$ cat config.mk
export PLATFORM = sky130hd
export DESIGN_NAME = tdc_sweep_ctrl
export DESIGN_NICKNAME = d
export VERILOG_FILES = /design/src/rtl/tdc_sweep_ctrl.sv
export SDC_FILE = /design/constraint.sdc
export NUM_CORES = 1
export LEC_CHECK = 0
export CAP_MARGIN = 20
export CORE_ASPECT_RATIO = 1.4
export CORE_MARGIN = 1
export CORE_UTILIZATION = 54
export DETAILED_ROUTE_END_ITERATION = 10
export PLACE_DENSITY = 0.79
export SLEW_MARGIN = 20
export SYNTH_ARGS = -nofsm -noshare
export SYNTH_HDL_FRONTEND = slang
export SYNTH_SLANG_ARGS = --single-unit
$ cat constraint.sdc
create_clock -name clk -period 4.1 [get_ports clk]
set_input_delay 1.025 -clock clk [delete_from_list [all_inputs] [get_ports clk]]
set_output_delay 1.025 -clock clk [all_outputs]
set_load 0.05 [all_outputs]
$ cat src/rtl/tdc_sweep_ctrl.sv
// Calibration sweep sequencer for the thermometer-code TDC: steps the stop-path delay code,
// arms the start stage, accumulates NSAMP popcount samples per code and reports one sum per code.
module tdc_sweep_ctrl #(
   parameter int SETTLE_CYC = 4,
   parameter int NSAMP_LOG2 = 4,
   parameter int SUM_W      = 4 + NSAMP_LOG2
) (
   input  logic             clk,
   input  logic             rst_n,
   input  logic             cmd_start,
   input  logic             cmd_abort,
   input  logic [4:0]       code_first,
   input  logic [4:0]       code_last,
   input  logic [7:0]       term_in,
   output logic [4:0]       delay_en,
   output logic             tdc_arm,
   output logic             res_valid,
   output logic [4:0]       res_code,
   output logic [SUM_W-1:0] res_sum,
   output logic             res_bubble,
   output logic             busy,
   output logic             done
);

   typedef enum logic [2:0] {
      IDLE, DISARM, ARM, SETTLE, SAMPLE, REPORT, FIN
   } state_t;

   localparam int SCW = $clog2(SETTLE_CYC) + 1;
   localparam logic [SCW-1:0] SETTLE_LAST = SCW'(SETTLE_CYC - 2);

   state_t state, state_nxt;

   logic [7:0]            term_meta;
   logic [7:0]            term_sync;
   logic [7:0]            term_inc;
   logic                  term_bubble;
   logic [3:0]            term_ones;
   logic [4:0]            cur_code;
   logic [4:0]            last_code;
   logic [SCW-1:0]        settle_cnt;
   logic [NSAMP_LOG2-1:0] samp_cnt;
   logic [SUM_W-1:0]      acc;
   logic                  bubble_flag;
   logic                  start_ok;
   logic                  last_reached;

   function automatic logic [3:0] popcount8(input logic [7:0] v);
      logic [3:0] n;
      n = 4'd0;
      for (int i = 0; i < 8; i++) begin
         n = n + {3'd0, v[i]};
      end
      return n;
   endfunction

   // A legal thermometer word fills from the LSB, so adding one clears every set bit.
   assign term_inc     = term_sync + 8'd1;
   assign term_bubble  = |(term_sync & term_inc);
   assign term_ones    = popcount8(term_sync);
   assign start_ok     = cmd_start && !cmd_abort;
   // Covers an inverted range too: only the first code is measured and the code never wraps.
   assign last_reached = (cur_code >= last_code);

   assign tdc_arm = (state == ARM) || (state == SETTLE) || (state == SAMPLE);
   assign busy    = (state != IDLE);

   always_ff @(posedge clk or negedge rst_n) begin
      if (!rst_n) begin
         term_meta <= 8'd0;
         term_sync <= 8'd0;
      end else begin
         term_meta <= term_in;
         term_sync <= term_meta;
      end
   end

   always_ff @(posedge clk or negedge rst_n) begin
      if (!rst_n) begin
         state <= IDLE;
      end else begin
         state <= state_nxt;
      end
   end

   always_comb begin
      state_nxt = state;
      case (state)
         IDLE:    if (start_ok) state_nxt = DISARM;
         DISARM:  state_nxt = ARM;
         ARM:     state_nxt = SETTLE;
         SETTLE:  if (settle_cnt == SETTLE_LAST) state_nxt = SAMPLE;
         SAMPLE:  state_nxt = (samp_cnt == '1) ? REPORT : DISARM;
         REPORT:  state_nxt = last_reached ? FIN : DISARM;
         FIN:     state_nxt = IDLE;
         default: state_nxt = IDLE;
      endcase
      if (state != IDLE && cmd_abort) begin
         state_nxt = IDLE;
      end
   end

   // Result and done strobes are registered, so they appear the cycle after REPORT/FIN.
   always_ff @(posedge clk or negedge rst_n) begin
      if (!rst_n) begin
         cur_code    <= 5'd0;
         last_code   <= 5'd0;
         settle_cnt  <= '0;
         samp_cnt    <= '0;
         acc         <= '0;
         bubble_flag <= 1'b0;
         delay_en    <= 5'd0;
         res_valid   <= 1'b0;
         res_code    <= 5'd0;
         res_sum     <= '0;
         res_bubble  <= 1'b0;
         done        <= 1'b0;
      end else begin
         res_valid <= 1'b0;
         done      <= 1'b0;
         case (state)
            IDLE: begin
               if (start_ok) begin
                  cur_code    <= code_first;
                  last_code   <= code_last;
                  acc         <= '0;
                  bubble_flag <= 1'b0;
                  samp_cnt    <= '0;
               end
            end
            DISARM: delay_en <= cur_code;
            ARM:    settle_cnt <= '0;
            SETTLE: settle_cnt <= settle_cnt + 1'b1;
            SAMPLE: begin
               acc         <= acc + SUM_W'(term_ones);
               bubble_flag <= bubble_flag | term_bubble;
               samp_cnt    <= samp_cnt + 1'b1;
            end
            REPORT: begin
               res_valid   <= 1'b1;
               res_code    <= cur_code;
               res_sum     <= acc;
               res_bubble  <= bubble_flag;
               acc         <= '0;
               bubble_flag <= 1'b0;
               samp_cnt    <= '0;
               if (!last_reached) begin
                  cur_code <= cur_code + 5'd1;
               end
            end
            FIN:     done <= !cmd_abort;
            default: ;
         endcase
      end
   end

endmodule

==> flow_results.org, run 1 <==
** Clock tree
- After clock tree synthesis, the repair step resized 0 gates.
- Clock latency on the worst-skew pair, taken at its later pin, is roughly 0.34 ns.
- Clock tree from TritonCTS :: done
- Number of buffers between clock root and the deepest sink :: 2
- Number of CTS-inserted buffers :: 9
- In this run, post-CTS hold repair placed 0 buffers.
- For this design, the sink count on the clock tree is 66.
- In this run the post-CTS setup repair buffer count came out at 0.
- Total number of H-tree levels :: 3
- Clock-pin slew on the worst setup and hold paths :: 0.07 ns
- The tree is rooted in a sky130_fd_sc_hd__clkbuf_8.

** Timing
- The worst path uses 89.7% of the clock period.
- The number of max-slew violations in the final report came to 0.
- Slew HR :: 46.5%
- Setup repair after global routing missed its margin :: no
- The final number of hold-violating endpoints came to 0.
- Actual transition at the worst max-transition pin :: around 0.80 ns
- The smallest clock period supported by the final layout is computed as about 3.7 ns.
- Setup total negative slack :: 0 ns
- For this run, the top clock speed supported by timing is 272 MHz.
- Clock skew after layout :: 0.0102 ns
- Setup violations remaining at the end of the flow were counted as 0.

** Synthesis
- Area share of fa/ha/maj cells after synthesis :: around a tenth
- After Yosys synthesis, and, or, nand and nor cells account for about 16% of the synthesized area.
- After synthesis, the largest family of logic cells by area is simple AND/OR/NAND/NOR gates.
- After technology mapping, the gate count stands at 293.
- Sorting the synthesized cells by area gives the leading types as sky130_fd_sc_hd__dfrtp_1, sky130_fd_sc_hd__ha_1, sky130_fd_sc_hd__nand2_1, sky130_fd_sc_hd__fa_1, sky130_fd_sc_hd__o21ai_0.
- Summing every instance area after synthesis gives between 3000 and 4000 um^2.
- Post-synth top area share :: around 53%
- Warnings, synthesis :: 0
- After synthesis, the share of cell area in mux cells is 5.19%.
- In this run, synthesis produced a sequential element count of 66.
- Dominant cell by count in the synthesized netlist :: sky130_fd_sc_hd__dfrtp_1
- Number of synthesized flops with an enable pin :: 0
- Counting flops with an async set or reset pin after synthesis yields a share of 100%.
- The synthesized netlist contains around 50 unique library cells.
- Proportion of synthesized chip area in sequential cells :: between 50% and 60%
- Mean instance size in the synthesized netlist :: 10.7 um^2
- The synthesized netlist devotes between 10% and 20% of its cell area to compound gates.
- Sorting the synthesized cells by how often they occur yields sky130_fd_sc_hd__dfrtp_1, sky130_fd_sc_hd__nand2_1, sky130_fd_sc_hd__inv_1.
- When the netlist entered floorplanning its net count stood at 337.
- Summed over all instances, the cell type with the most area after synthesis is sky130_fd_sc_hd__dfrtp_1.
- Synth Area in XOR/XNOR :: less than 1%
- Top FF cell, synth :: sky130_fd_sc_hd__dfrtp_1

** GRT
- The first global-routing pass estimated a little over 10,000 um of wire.
- The number of antenna violations at the first check in global routing was 0.
- Grt ovf :: 0
- Maximum number of pins on one net before global-route repair :: 67
- Global-route usage over all layers :: between 20% and 30%
- The via count of the first global-routing pass was around 2,400.

** Setup path
- Following the worst setup path forward leads to its endpoint at acc[6].
- At the worst endpoint, the arrival time is between 3 and 4 ns.
- Reg-to-reg setup timing slack :: ~0.42 ns
- End of the worst register-to-register path :: acc[6]
- The critical path starts at term_sync[0].
- Measured in cells, the most critical reg-to-reg path has a length of 11.
- Type of destination of the critical path :: flip-flop
- Required time at the worst-slack endpoint :: between 4 and 5 ns
- Critical path peak fanout :: 4
- STA classifies the critical path startpoint as a flip-flop.
- Beginning of the worst register-to-register path :: term_sync[0]
- The critical path in this run is classified as flip-flop to flip-flop.

** Finish
- Cells with a size suffix above 1 make up about 11% of the layout.
- Synthesis-to-layout area growth :: 21.5%
- Net total in the final layout :: approximately 390
- Total inserted antenna cells :: 0
- Number of fill cells in the layout :: 447

** Floorplan
- Die width :: ~66 um
- The die covers slightly above 6000 um^2.
- The die is 92.1 um tall.
- Ports :: between 40 and 50
- The core region is between 5000 and 6000 um^2.
- Initial core utilization :: between 50 and 60%
- Total number of placement rows :: 32

** Power and ir drop
- For this design the static power due to leakage is between 1.5 and 2 nW.
- Final total power :: a little under 2 mW
- VDD sags by at most roughly 0.29 mV.
- Power spread over the standard cell area amounts to 507 nW/um^2.

** Detailed routing
- Using the TritonRoute via totals, the vias-per-cell ratio works out to about 5.5.
- WL/cell :: 14.5 um
- Residual DRC :: 0
- Antenna violation net count after detailed routing :: 0
- Detailed Routing Iterations Pass 1 :: 4
- Total number of vias :: around 2,300
- For this block, the routed nets add up to ~6000 um of wire.
- The first routing iteration left between 150 and 200 violations.

** Placement
- Summed over all nets, the half-perimeter wirelength after detailed placement is 4260 um.
- Port-buffer cells :: 44
- GPL Wtd Cong :: 0.839

** Run
- Max_cap viols :: 0

** Min path
- The tightest min-delay check is of the flip-flop to flip-flop type.

** Run status
- Run status :: completed
-- layer usage --
| metal | wire (um) | global-route usage [%] |
|---|---|---|
| met1 | 2420 | 23.8 |
| met2 | 3110 | 38.5 |
| met3 | 213 | 4.98 |
| met4 | 266 | 16.5 |
| met5 | 0 | 0 |
-- layout by cell type (no fill, tap or decap), drive strengths merged, types with 2 or more instances in the layout --
cell type and count:
a211oi 2, a21oi 11, a22o 3, a31oi 2, buf 3, clkbuf 14
clkdlybuf4s50 43, dfrtp 66, fa 5, ha 17, inv 23, mux2 11
mux2i 2, nand2 54, nand2b 2, nand3 12, nand3b 2, nor2 19
nor2b 4, nor3 4, nor3b 3, o211ai 2, o21ai 22, xnor2 2
-- metrics by stage --
step           cells  hold slack [ns]  setup WS, ns  instance area, um^2  utilization, %
3_5_place_dp     399            0.335         0.412                 3610            64.8
5_1_grt          415            0.356         0.263                 3810            68.4
3_3_place_gp     399            0.333         0.552                 3610            64.8
2_1_floorplan    293            0.331         0.632                 3130               -
4_1_cts          415            0.349         0.425                 3810            68.4
6_report         415            0.348         0.423                 3810            68.4
-- state kept, by name (all words and copies together), names as in the netlist --
signal / flops
bubble_flag: 1
settle_cnt: 3
res_valid: 1
term_meta: 8
res_code: 5
res_sum: 8
cur_code: 5
delay_en: 5
state: 3
term_sync: 8
last_code: 5
res_bubble: 1
acc: 8
done: 1
samp_cnt: 4
-- critical path, stage by stage, from the launching register on --
cell and delay, ns:
sky130_fd_sc_hd__dfrtp_1 0.43, sky130_fd_sc_hd__fa_1 0.54, sky130_fd_sc_hd__inv_1 0.05, sky130_fd_sc_hd__fa_1 0.49, sky130_fd_sc_hd__fa_1 0.43, sky130_fd_sc_hd__fa_1 0.42
sky130_fd_sc_hd__fa_1 0.42, sky130_fd_sc_hd__nor2b_1 0.12, sky130_fd_sc_hd__o21ai_0 0.12, sky130_fd_sc_hd__a211oi_1 0.33, sky130_fd_sc_hd__xnor2_1 0.16, sky130_fd_sc_hd__nor2_1 0.05
-- how the worst min path moves through the flow --
| stage | startpoint | end | slack [ns] | depth (start not counted) |
|---|---|---|---|---|
| final | term_meta[6] | term_sync[6] | 0.35 | 0 |
| after global placement | term_meta[5] | term_sync[5] | 0.33 | 0 |
| after CTS | term_meta[5] | term_sync[5] | 0.35 | 0 |
| after floorplan | term_meta[0] | term_sync[0] | 0.33 | 0 |
| after global routing | term_meta[6] | term_sync[6] | 0.36 | 0 |
| after detailed placement | term_meta[5] | term_sync[5] | 0.33 | 0 |
-- logic make-up after synthesis --
family,after synthesis
AND/OR/NAND/NOR,105
flip-flops,66
AO/OA/AOI/OAI,53
buffers and inverters,31
adder cells (fa/ha/maj),22
multiplexers,13
XOR/XNOR,3
-- power breakdown --
group / switching (mW) / total, mW / internal (mW) / leakage, nW
clock: 0.231 / 0.545 / 0.314 / 0.101
sequential: 0.0812 / 0.824 / 0.743 / 0.842
combinational: 0.329 / 0.560 / 0.231 / 0.900
-- area by class of cell --
| cell class | instances | area (um^2) | share of cell area, % |
|---|---|---|---|
| well taps | 68 | 85.1 | 2.24 |
| clock buffers | 14 | 163 | 4.27 |
| flip-flops and latches | 66 | 1650 | 43.4 |
| multi-input cells | 196 | 1340 | 35.1 |
| repair buffers | 46 | 450 | 11.8 |
| clock inverters | 2 | 35.0 | 0.920 |
| inverters | 23 | 86.3 | 2.27 |
(Power assumes the default switching activity.)
==> run 2: changes to the inputs <==
--- a/config.mk
+++ b/config.mk
@@ -6,11 +6,13 @@
 export NUM_CORES = 1
 export LEC_CHECK = 0
 export CAP_MARGIN = 20
+export CELL_PAD_IN_SITES_DETAIL_PLACEMENT = 2
+export CELL_PAD_IN_SITES_GLOBAL_PLACEMENT = 2
 export CORE_ASPECT_RATIO = 1.4
 export CORE_MARGIN = 1
-export CORE_UTILIZATION = 54
+export CORE_UTILIZATION = 32
 export DETAILED_ROUTE_END_ITERATION = 10
-export PLACE_DENSITY = 0.79
+export PLACE_DENSITY_LB_ADDON = 0.1
 export SLEW_MARGIN = 20
 export SYNTH_ARGS = -nofsm -noshare
 export SYNTH_HDL_FRONTEND = slang
==> constraint.sdc (replaced) <==
create_clock -name clk -period 3.3 [get_ports clk]
set_input_delay 0.825 -clock clk [delete_from_list [all_inputs] [get_ports clk]]
set_output_delay 0.825 -clock clk [all_outputs]
set_load 0.05 [all_outputs]
==> run 2 against run 1 <==
Compared with the run above:
- the flow now finishes with violations (negative setup slack)
- hold slack worse by 0.0025 ns
- cell area up 7.0%
- global-route usage down 5.1 points
- die area up 67%
- sequential power up 25%
- critical endpoint unchanged
- largest cell class unchanged
==> flow_results.org, run 2 (same netlist as run 1, synthesis figures left out) <==
** GRT
- Number of antenna violations at the first check in global routing :: 0
- The first global-routing pass estimated 13,700 um of wire.
- Maximum number of pins on one net before global-route repair :: 41
- Global-route usage over all layers :: between 15 and 20%
- The via count of the first global-routing pass was 2,730.
- After global routing the overflow that remains totals 0.

** Run status
- Violated checks :: negative setup slack
- The run finished, with violations left.

** Finish
- For this run, the post-layout net count is slightly below 400.
- Once layout is complete, the utilization of the core stands at approximately 43%.
- Top library cells by usage in the layout, fill and taps aside :: sky130_fd_sc_hd__dfrtp_1, sky130_fd_sc_hd__nand2_1, sky130_fd_sc_hd__clkdlybuf4s50_1
- Synthesis-to-layout area growth :: 30.0%
- Number of fill cells in the layout :: between 1,000 and 1,500
- 0 antenna diodes ended up in the layout.
- Leaving out fill and tap cells, the most frequent cell in the layout is sky130_fd_sc_hd__dfrtp_1.
- Non-Filler Instances :: 464
- Share of layout cells above drive strength 1 :: between 10% and 20%

** Floorplan
- The die is roughly 86 um wide.
- After floorplanning, the core was sized to cover between 9000 and 10,000 um^2.
- 45 I/O pins were placed.
- Die height :: 119 um
- The initial utilization of the core area, before any placement, comes to between 30 and 40%.
- Total number of placement rows :: between 40 and 50
- Die ar. :: 10,200 um^2

** Setup path
- The worst register-to-register path ends at acc[6].
- Worst setup path startpoint :: term_sync[0]
- Type of destination of the critical path :: flip-flop
- For the worst setup path, the data required time is roughly 3.5 ns.
- Setup slack on the worst reg-to-reg path comes out at -0.18 ns.
- On the worst path, the slowest cell contributes a delay of roughly 0.54 ns.
- The startpoint identified for the worst register-to-register timing path is term_sync[0].
- Of all nets on the critical path, the largest fanout is 2.
- Worst Reg-to-Reg Cells :: 11
- Worst endpoint data arrival time :: between 3 and 4 ns
- Traced cell by cell, the critical path runs through fa_1 -> inv_1 -> fa_1 -> fa_1 -> fa_2 -> fa_2 -> nor2b_2 -> o21ai_2 -> a211oi_2 -> xnor2_1 -> nor2_1.
- Crit-path slowest cell :: sky130_fd_sc_hd__fa_1
- Type of origin of the critical path :: flip-flop
- Crit path top cell by count :: sky130_fd_sc_hd__fa_1
- Worst setup endpoint :: acc[6]
- WS Path Type :: flip-flop to flip-flop

** Timing
- Adding up every negative setup slack in the final design gives -0.561 ns.
- Setup Viol. Count Final :: 4
- In this run the tightest slew margin relative to its limit is 54.1%.
- Clock skew after layout :: 0.00404 ns
- Across all hold checks on the routed design, the worst slack comes to around 0.35 ns.
- The final number of hold-violating endpoints was 0.
- The number of max-slew violations in the final report was 0.
- Worst Setup Slack, final :: -0.180 ns
- Setup repair after global routing could not meet its margin everywhere.
- Maximum clock frequency :: ~290 MHz
- Min Clock Period, post-route :: 3.48 ns
- Post-route fraction of the period consumed by the critical path :: 105%
- For the pin with the worst max-slew slack, the measured transition is between 0.6 and 0.7 ns.

** Detailed routing
- Detailed Routing Iterations Pass 1 :: 4
- Residual DRC :: 0
- Routed Wire Length :: about 8000 um
- The detail route stage leaves a number of antenna-violating nets equal to 0.
- Total number of vias :: 2,373
- WL/cell :: 17.2 um
- After the first detailed-routing iteration, the DRC count stood at between 50 and 60.
- Number of vias per cell after detailed routing :: between 5 and 6

** Min path
- The tightest min-delay check is of the flip-flop to flip-flop type.

** Placement
- Port-buffer cells :: 44
- After legalization and detailed placement, the total HPWL measured between 5000 and 6000 um.
- Prior to clock tree synthesis, the placed netlist has a worst setup slack of -0.243 ns.
- Cell Count Post-Placement :: 447
- GPL Wtd Cong :: roughly 0.77

** Clock tree
- Clock-pin slew was measured on the worst setup and hold paths at ~0.05 ns.
- The clock reaches the later pin of the worst-skew pair after about 0.32 ns.
- The clock passes through at most 2 buffers.
- For this design, the CTS-stage hold fixing added 0 buffers.
- Number of CTS-inserted buffers :: 9
- The clock drives 66 sinks.
- Total number of H-tree levels :: 3
- CTS Root Buffer Type :: sky130_fd_sc_hd__clkbuf_16
- TritonCTS built the clock tree.

** Power and ir drop
- The worst-case IR drop observed on VDD is 0.327 mV.
- The analysis attributes to cell leakage a power of ~1.9 nW.
- Power per standard cell area :: slightly below 700 nW/um^2

** Run
- The tool flagged a number of max-cap violations equal to 0.
run 2: layer usage:
| layer | wire length, um | vias up | global-route usage, % |
|---|---|---|---|
| li1 | - | 1096 | - |
| met1 | 3160 | 1236 | 19.0 |
| met2 | 4490 | 32 | 33.0 |
| met3 | 206 | 9 | 3.67 |
| met4 | 108 | 0 | 5.94 |
| met5 | 0 | - | 0 |
run 2: worst min-delay path by stage:
stage,startpoint,endpoint,slack [ns],cells past startpoint
after floorplan,term_meta[0],term_sync[0],0.33,0
after global placement,term_meta[6],term_sync[6],0.33,0
after detailed placement,term_meta[7],term_sync[7],0.34,0
after CTS,term_meta[7],term_sync[7],0.35,0
after global routing,term_meta[3],term_sync[3],0.35,0
final,term_meta[5],term_sync[5],0.35,0
run 2: stage by stage:
| step | power, mW | area (um^2) |
|---|---|---|
| floorplan | 1.50 | 3140 |
| global placement | 1.75 | 3720 |
| detailed placement | 1.78 | 3720 |
| CTS | 2.84 | 4060 |
| global route | 2.95 | 4070 |
| finish | 2.80 | 4070 |
run 2: area by class of cell:
type | instances | area (um^2) | share of cell area, %
clock buffers | 11 | 243 | 5.96
clock inverters | 5 | 77.6 | 1.91
inverters | 23 | 86.3 | 2.12
multi-input cells | 196 | 1360 | 33.4
flip-flops and latches | 66 | 1650 | 40.6
well taps | 110 | 138 | 3.38
repair buffers | 53 | 515 | 12.7
run 2: repair_timing:
item,in CTS,in global routing
setup buffers,0,1
resized for setup,4,3
setup endpoints to repair,4,5
pin swaps,1,2
run 2: worst max-delay path: cells and delay by family (launching register included):
family	cells	cell delay (ns)
xor+xnor	1	0.14
fa+ha+maj	5	2.23
buf+inv	1	0.06
compound gates	2	0.30
flops	1	0.40
simple gates	2	0.21
run 2: power breakdown:
group | total (mW) | switching [mW] | internal [mW]
clock network | 1.03 | 0.349 | 0.679
registers | 1.03 | 0.103 | 0.924
logic | 0.750 | 0.440 | 0.309
==> run 3: changes to the inputs <==
--- a/config.mk
+++ b/config.mk
@@ -11,6 +11,7 @@
 export CORE_ASPECT_RATIO = 1.4
 export CORE_MARGIN = 1
 export CORE_UTILIZATION = 32
+export CTS_CLUSTER_DIAMETER = 200
 export DETAILED_ROUTE_END_ITERATION = 10
 export PLACE_DENSITY_LB_ADDON = 0.1
 export SLEW_MARGIN = 20
==> results of run 3 <==
The final DEF is identical to that of run 2; final timing and power are the same.
